## config.mk

```make
export PLATFORM = sky130hd
export DESIGN_NAME = sc_input_conditioner
export DESIGN_NICKNAME = d
export VERILOG_FILES = /design/src/rtl/sc_input_conditioner_pkg.sv /design/src/rtl/sc_input_conditioner_debounce_bit.sv /design/src/rtl/sc_input_conditioner.sv
export SDC_FILE = /design/constraint.sdc
export NUM_CORES = 1
export LEC_CHECK = 0
export ABC_AREA = 1
export ABC_CLOCK_PERIOD_IN_PS = 9500
export BUFFER_PORTS_ARGS = -buffer_cell sky130_fd_sc_hd__buf_4
export CAP_MARGIN = 10
export CORE_ASPECT_RATIO = 1.2
export CORE_MARGIN = 2
export CORE_UTILIZATION = 55
export CTS_CLUSTER_DIAMETER = 40
export DETAILED_ROUTE_END_ITERATION = 6
export PLACE_DENSITY_LB_ADDON = 0.3
export SLEW_MARGIN = 20
export SYNTH_ARGS = -nofsm -noshare
export SYNTH_HDL_FRONTEND = slang
export SYNTH_SLANG_ARGS = --single-unit
```

## constraint.sdc

```tcl
create_clock -name clock -period 9.5 [get_ports clock]
set_input_delay 0.475 -clock clock [delete_from_list [all_inputs] [get_ports clock]]
set_output_delay 0.475 -clock clock [all_outputs]
set_load 0.01 [all_outputs]
```

## src/rtl/sc_input_conditioner_pkg.sv

```systemverilog
// Shared constants for the board-input conditioner and its per-bit debouncer.
package sc_input_conditioner_pkg;

    localparam int   NUM_KEYS        = 4;
    localparam int   NUM_SW          = 10;

    // Idle pin levels: keys are active-low buttons, switches reset to "down".
    localparam logic KEY_RELEASE_LVL = 1'b1;
    localparam logic SW_RESET_LVL    = 1'b0;

    // Short debounce window so simulations finish in a handful of cycles.
    localparam int   DEBOUNCE_SIM    = 4;

endpackage

```

## src/rtl/sc_input_conditioner_debounce_bit.sv

```systemverilog
// One input bit: SYNC_STAGES-deep synchroniser, then a counter that must see
// the synchronised level differ from the stable level for DEBOUNCE_CYCLES
// consecutive cycles before the stable level follows it.
module sc_debounce_bit #(
    parameter int   SYNC_STAGES     = 2,
    parameter int   DEBOUNCE_CYCLES = 500000,
    parameter int   CNT_W           = 19,
    parameter logic RST_LVL         = 1'b0
) (
    input  logic clock,
    input  logic reset,
    input  logic i_din,
    output logic o_q,
    output logic o_flip
);

    localparam logic [CNT_W-1:0] CNT_MAX = CNT_W'(DEBOUNCE_CYCLES - 1);

    logic [SYNC_STAGES-1:0] r_sync;
    logic [CNT_W-1:0]       r_cnt;
    logic                   r_q;
    logic                   w_s;

    assign w_s    = r_sync[SYNC_STAGES-1];
    assign o_q    = r_q;
    // High on the cycle whose clock edge will move the stable level.
    assign o_flip = (w_s != r_q) && (r_cnt == CNT_MAX);

    // Plain flop chain into the clock domain, no logic between stages.
    always_ff @(posedge clock or posedge reset) begin
        if (reset) r_sync <= {SYNC_STAGES{RST_LVL}};
        else       r_sync <= {r_sync[SYNC_STAGES-2:0], i_din};
    end

    // Count disagreement cycles; any agreement restarts the window.
    always_ff @(posedge clock or posedge reset) begin
        if (reset) begin
            r_cnt <= '0;
            r_q   <= RST_LVL;
        end else if (w_s == r_q) begin
            r_cnt <= '0;
        end else if (r_cnt == CNT_MAX) begin
            r_q   <= w_s;
            r_cnt <= '0;
        end else begin
            r_cnt <= r_cnt + CNT_W'(1);
        end
    end

endmodule

```

## src/rtl/sc_input_conditioner.sv

```systemverilog
// Board-input front end: debounced key/switch levels, sticky key-press flags
// cleared by the I/O hub, and a one-cycle pulse on any switch change.
module sc_input_conditioner
    import sc_input_conditioner_pkg::*;
#(
    parameter int SYNC_STAGES     = 2,
    parameter int DEBOUNCE_CYCLES = 500000,
    parameter int CNT_W           = 19
) (
    input  logic                clock,
    input  logic                reset,
    input  logic [NUM_KEYS-1:0] key_n,
    input  logic [NUM_SW-1:0]   sw,
    input  logic                clr_valid,
    input  logic [NUM_KEYS-1:0] clr_mask,
    output logic [NUM_KEYS-1:0] key_down,
    output logic [NUM_KEYS-1:0] key_press,
    output logic [NUM_SW-1:0]   sw_stable,
    output logic                sw_change
);

    logic [NUM_KEYS-1:0] w_key_q;
    logic [NUM_KEYS-1:0] w_key_flip;
    logic [NUM_KEYS-1:0] w_key_set;
    logic [NUM_KEYS-1:0] w_key_clr;
    logic [NUM_SW-1:0]   w_sw_q;
    logic [NUM_SW-1:0]   w_sw_flip;
    logic [NUM_KEYS-1:0] r_key_press;
    logic                r_sw_flip_d;
    logic                r_sw_change;

    for (genvar gi = 0; gi < NUM_KEYS; gi++) begin : g_key
        sc_debounce_bit #(
            .SYNC_STAGES    (SYNC_STAGES),
            .DEBOUNCE_CYCLES(DEBOUNCE_CYCLES),
            .CNT_W          (CNT_W),
            .RST_LVL        (KEY_RELEASE_LVL)
        ) u_db (
            .clock (clock),
            .reset (reset),
            .i_din (key_n[gi]),
            .o_q   (w_key_q[gi]),
            .o_flip(w_key_flip[gi])
        );
    end

    for (genvar gi = 0; gi < NUM_SW; gi++) begin : g_sw
        sc_debounce_bit #(
            .SYNC_STAGES    (SYNC_STAGES),
            .DEBOUNCE_CYCLES(DEBOUNCE_CYCLES),
            .CNT_W          (CNT_W),
            .RST_LVL        (SW_RESET_LVL)
        ) u_db (
            .clock (clock),
            .reset (reset),
            .i_din (sw[gi]),
            .o_q   (w_sw_q[gi]),
            .o_flip(w_sw_flip[gi])
        );
    end

    // A flip while the stable key level is still "released" is a press edge,
    // so the flag rises on the same edge key_down does.
    assign w_key_set = w_key_flip & w_key_q;
    assign w_key_clr = {NUM_KEYS{clr_valid}} & clr_mask;

    // Sticky press flags; a set in the same cycle as a clear wins.
    always_ff @(posedge clock or posedge reset) begin
        if (reset) r_key_press <= '0;
        else       r_key_press <= (r_key_press & ~w_key_clr) | w_key_set;
    end

    // Change pulse lands the cycle after sw_stable moves; any number of bits
    // flipping together collapse to one pulse.
    always_ff @(posedge clock or posedge reset) begin
        if (reset) begin
            r_sw_flip_d <= 1'b0;
            r_sw_change <= 1'b0;
        end else begin
            r_sw_flip_d <= |w_sw_flip;
            r_sw_change <= r_sw_flip_d;
        end
    end

    assign key_down  = ~w_key_q;
    assign key_press = r_key_press;
    assign sw_stable = w_sw_q;
    assign sw_change = r_sw_change;

endmodule
```

==> out/metrics.yaml <==
logic_synthesis:
  syn_avg_cell_area_sq_um: 8.24
  syn-num-nets: 2011
  synthTopCellsByCount: "419 x nor2_1, 317 x nand2_1, 302 x dfrtp_1"
  synth_area_leader_cell: "dfrtp_1"
  ys_types: 48
  synth-seq-area-share: 0.483
  synth_flop_cell: "dfrtp_1"
  synth_top_area_frac: 0.464
  synth_edf_count: 0
  mappedNetlistArea_sq_um: 16300
  synthCells: 1976
  synth-async-reset-ratio: 1.00
  synthMostInstantiatedCell: "nor2_1"
  synthTopCellsByArea: "dfrtp_1 46%, nor2_1 9.7%, nand2_1 7.3%"
  yosysWarnings: 0
  ys_ff_latch: 314
cts:
  numCtsBuffers: 41
  root_buffer: "clkbuf_16"
  hold_buffers: 0
  ctsResizeCount: 0
  clk_pin_slew_ps: 60
  worstSkewPairLatency_ps: 540
  cts_tree: "yes"
  cts_num_sinks: 314
  cts_setup_buffers: 0
  max-clock-path-buffers: 3
  htreeDepth: 2
sta:
  fin_worst_skew_ps: 13.8
  period_share: 0.187
  clock.fmax_ghz: 0.563
  worst_slack_ps: 7720
  max_slew.worst_pin.slew_ps: 946
  setup_viol_count_final: 0
  min_period_ps: 1780
  hold_ws_ps: 40.7
  rsz0062_at_grt: "no"
  slew_violations: 0
  hold_viol: 0
  setup_tns_ps: 0
  slew-limit-headroom: 0.365
global_routing:
  grt_pass1_vias: 12700
  grt_max_degree: 196
  antenna_found_initial: 0
  track_usage: 0.215
  grt_pass1_wl_mm: 56.3
  gr-total-overflow: 0
layout:
  nets: 2081
  fin_cells: 2468
  area_delta_synth_final_pct: 13.6
  utilization: 0.630
  drive_gt1_frac: 0.134
  n_antenna_cell: 0
  n_fill_cell: 2488
routing:
  antenna_left: 0
  first_iter_violations: 661
  firstDrtPassIters: 5
  drc_errors: 0
  routed_wl_mm: 32.0
  avgRoutedWirePerCell_um: 13.0
  vias: 12900
  via_per_inst: 5.22
critical_path:
  path_delay_family: "XOR/XNOR gates"
  startpoint: "g_sw[1].u_db.o_q$_DFFE_PP0P_"
  r2r_cells: 4
  cp-end-kind: "flop"
  crit_fanout: 11
  worstSetupStartpointType: "flop"
  cp_num_buf_inv: 1
  worstPathRequired_ps: 9920
  arrival_ps: 2190
  cpPeakStageDelay_ps: 770
  crit_path_top_delay_cell: "xnor2_1"
  worstSetupPathType: "flop to flop"
  r2r-start: "g_sw[1].u_db.o_q$_DFFE_PP0P_"
  worstPathCellList: "xnor2_1, nor2_2, inv_1, nor2_1"
  critical_path_cell_count: 4
die:
  fp.coreArea_sq_um: 29400
  start_util: 0.555
  rows: 69
  die_w_um: 161
  die_h_um: 193
  fp.dieArea_sq_um: 31000
  io_pins: 40
outcome:
  status: "completed"
min_path:
  worstHoldStart: "sw[0]"
  whs_path_depth: 1
  hp-class: "primary input to flop"
place:
  port_buffers: 39
  dpl.cell_count: 2392
  gp_congestion: 0.871
  dp_hpwl_mm: 22.2
  pre_cts_ws_ps: 7220
power:
  p_leak_nw: 7.92
  vdd_ir_drop_max_uv: 107
  power_density_nw_per_um2: 168
flow_run:
  cap_violations: 0
==> kinds of logic after synthesis <==
kind of cell             Yosys count  share of synthesized area
AND/OR/NAND/NOR                 1154                      0.338
buffers and inverters            250                     0.0602
flip-flops                       314                      0.483
AO/OA/AOI/OAI                    128                     0.0451
XOR/XNOR                         116                     0.0628
adder cells (fa/ha/maj)           14                     0.0108
==> routing by layer <==
layer / wire (um) / track usage / up-vias
li1: - / - / 6475
met1: 14000 / 0.265 / 6171
met2: 16000 / 0.389 / 177
met3: 1030 / 0.0318 / 67
met4: 887 / 0.0731 / 0
met5: 0 / 0 / -
==> worst reg2reg max path, stage by stage, from the launching register on <==
cell and delay (ps):
dfrtp_1 400, xnor2_1 770, nor2_2 210, inv_1 210, nor2_1 60
==> power breakdown <==
| group | switching [mW] | leakage [nW] | total, mW | internal [mW] |
|---|---|---|---|---|
| clock network | 0.611 | 0.710 | 1.64 | 1.03 |
| logic | 0.0678 | 2.95 | 0.0953 | 0.0275 |
| registers | 0.0161 | 4.26 | 1.38 | 1.36 |
==> sequential cells by signal (all words and copies together), names as in the netlist <==
name	count
r_sw_flip_d	1
key_press	4
sw_change	1
g_sw.u_db.r_sync	20
g_sw.u_db.o_q	10
g_key.u_db.r_cnt	76
g_key.u_db.r_sync	8
g_key.u_db.o_q	4
g_sw.u_db.r_cnt	190
==> layout make-up <==
type / count / area (sq um) / share of cell area
Clock buffer: 49 / 1130 / 0.0610
Clock inverter: 26 / 342 / 0.0185
Inverter: 236 / 893 / 0.0483
Multi-Input combinational cell: 1412 / 7430 / 0.402
Sequential cell: 314 / 7870 / 0.426
Tap cell: 390 / 488 / 0.0264
Timing Repair Buffer: 41 / 340 / 0.0184
==> final timing paths <==
check                                                   endpoint  slack (ps)
worst max-delay path             g_sw[1].u_db.r_cnt[0]$_DFF_PP0_        7720
worst min-delay path            g_sw[0].u_db.r_sync[0]$_DFF_PP0_          40
worst max register to register   g_sw[1].u_db.r_cnt[0]$_DFF_PP0_        7720
worst min register to register  g_sw[9].u_db.r_sync[1]$_DFF_PP0_         350
max in group asynchronous       g_key[0].u_db.r_cnt[9]$_DFF_PP0_        7840
min in group asynchronous       g_sw[0].u_db.r_cnt[10]$_DFF_PP0_         120
==> stage by stage <==
step           power [mW]  cell area [sq um]
2_1_floorplan        1.46              16300
3_3_place_gp         1.49              17000
3_5_place_dp         1.50              17000
4_1_cts              3.15              18500
5_1_grt              3.22              18500
6_report             3.11              18500
==> placed cells by master (no fill, tap or decap), drive strengths merged, types with 14 or more instances in the layout <==
cell | synthesis | routed
inv | 232 | 239
xor2 | 83 | 83
a21oi | 75 | 75
dfrtp | 302 | 302
nand4 | 56 | 56
buf | 12 | 41
nand2 | 348 | 348
clkbuf | 2 | 49
nor3b | 14 | 14
nor3 | 83 | 83
a31oi | 16 | 16
nor2 | 483 | 483
ha | 14 | 14
xnor2 | 33 | 33
nand3 | 145 | 145
o21ai | 20 | 20
Power figures use the tool's default switching activity.
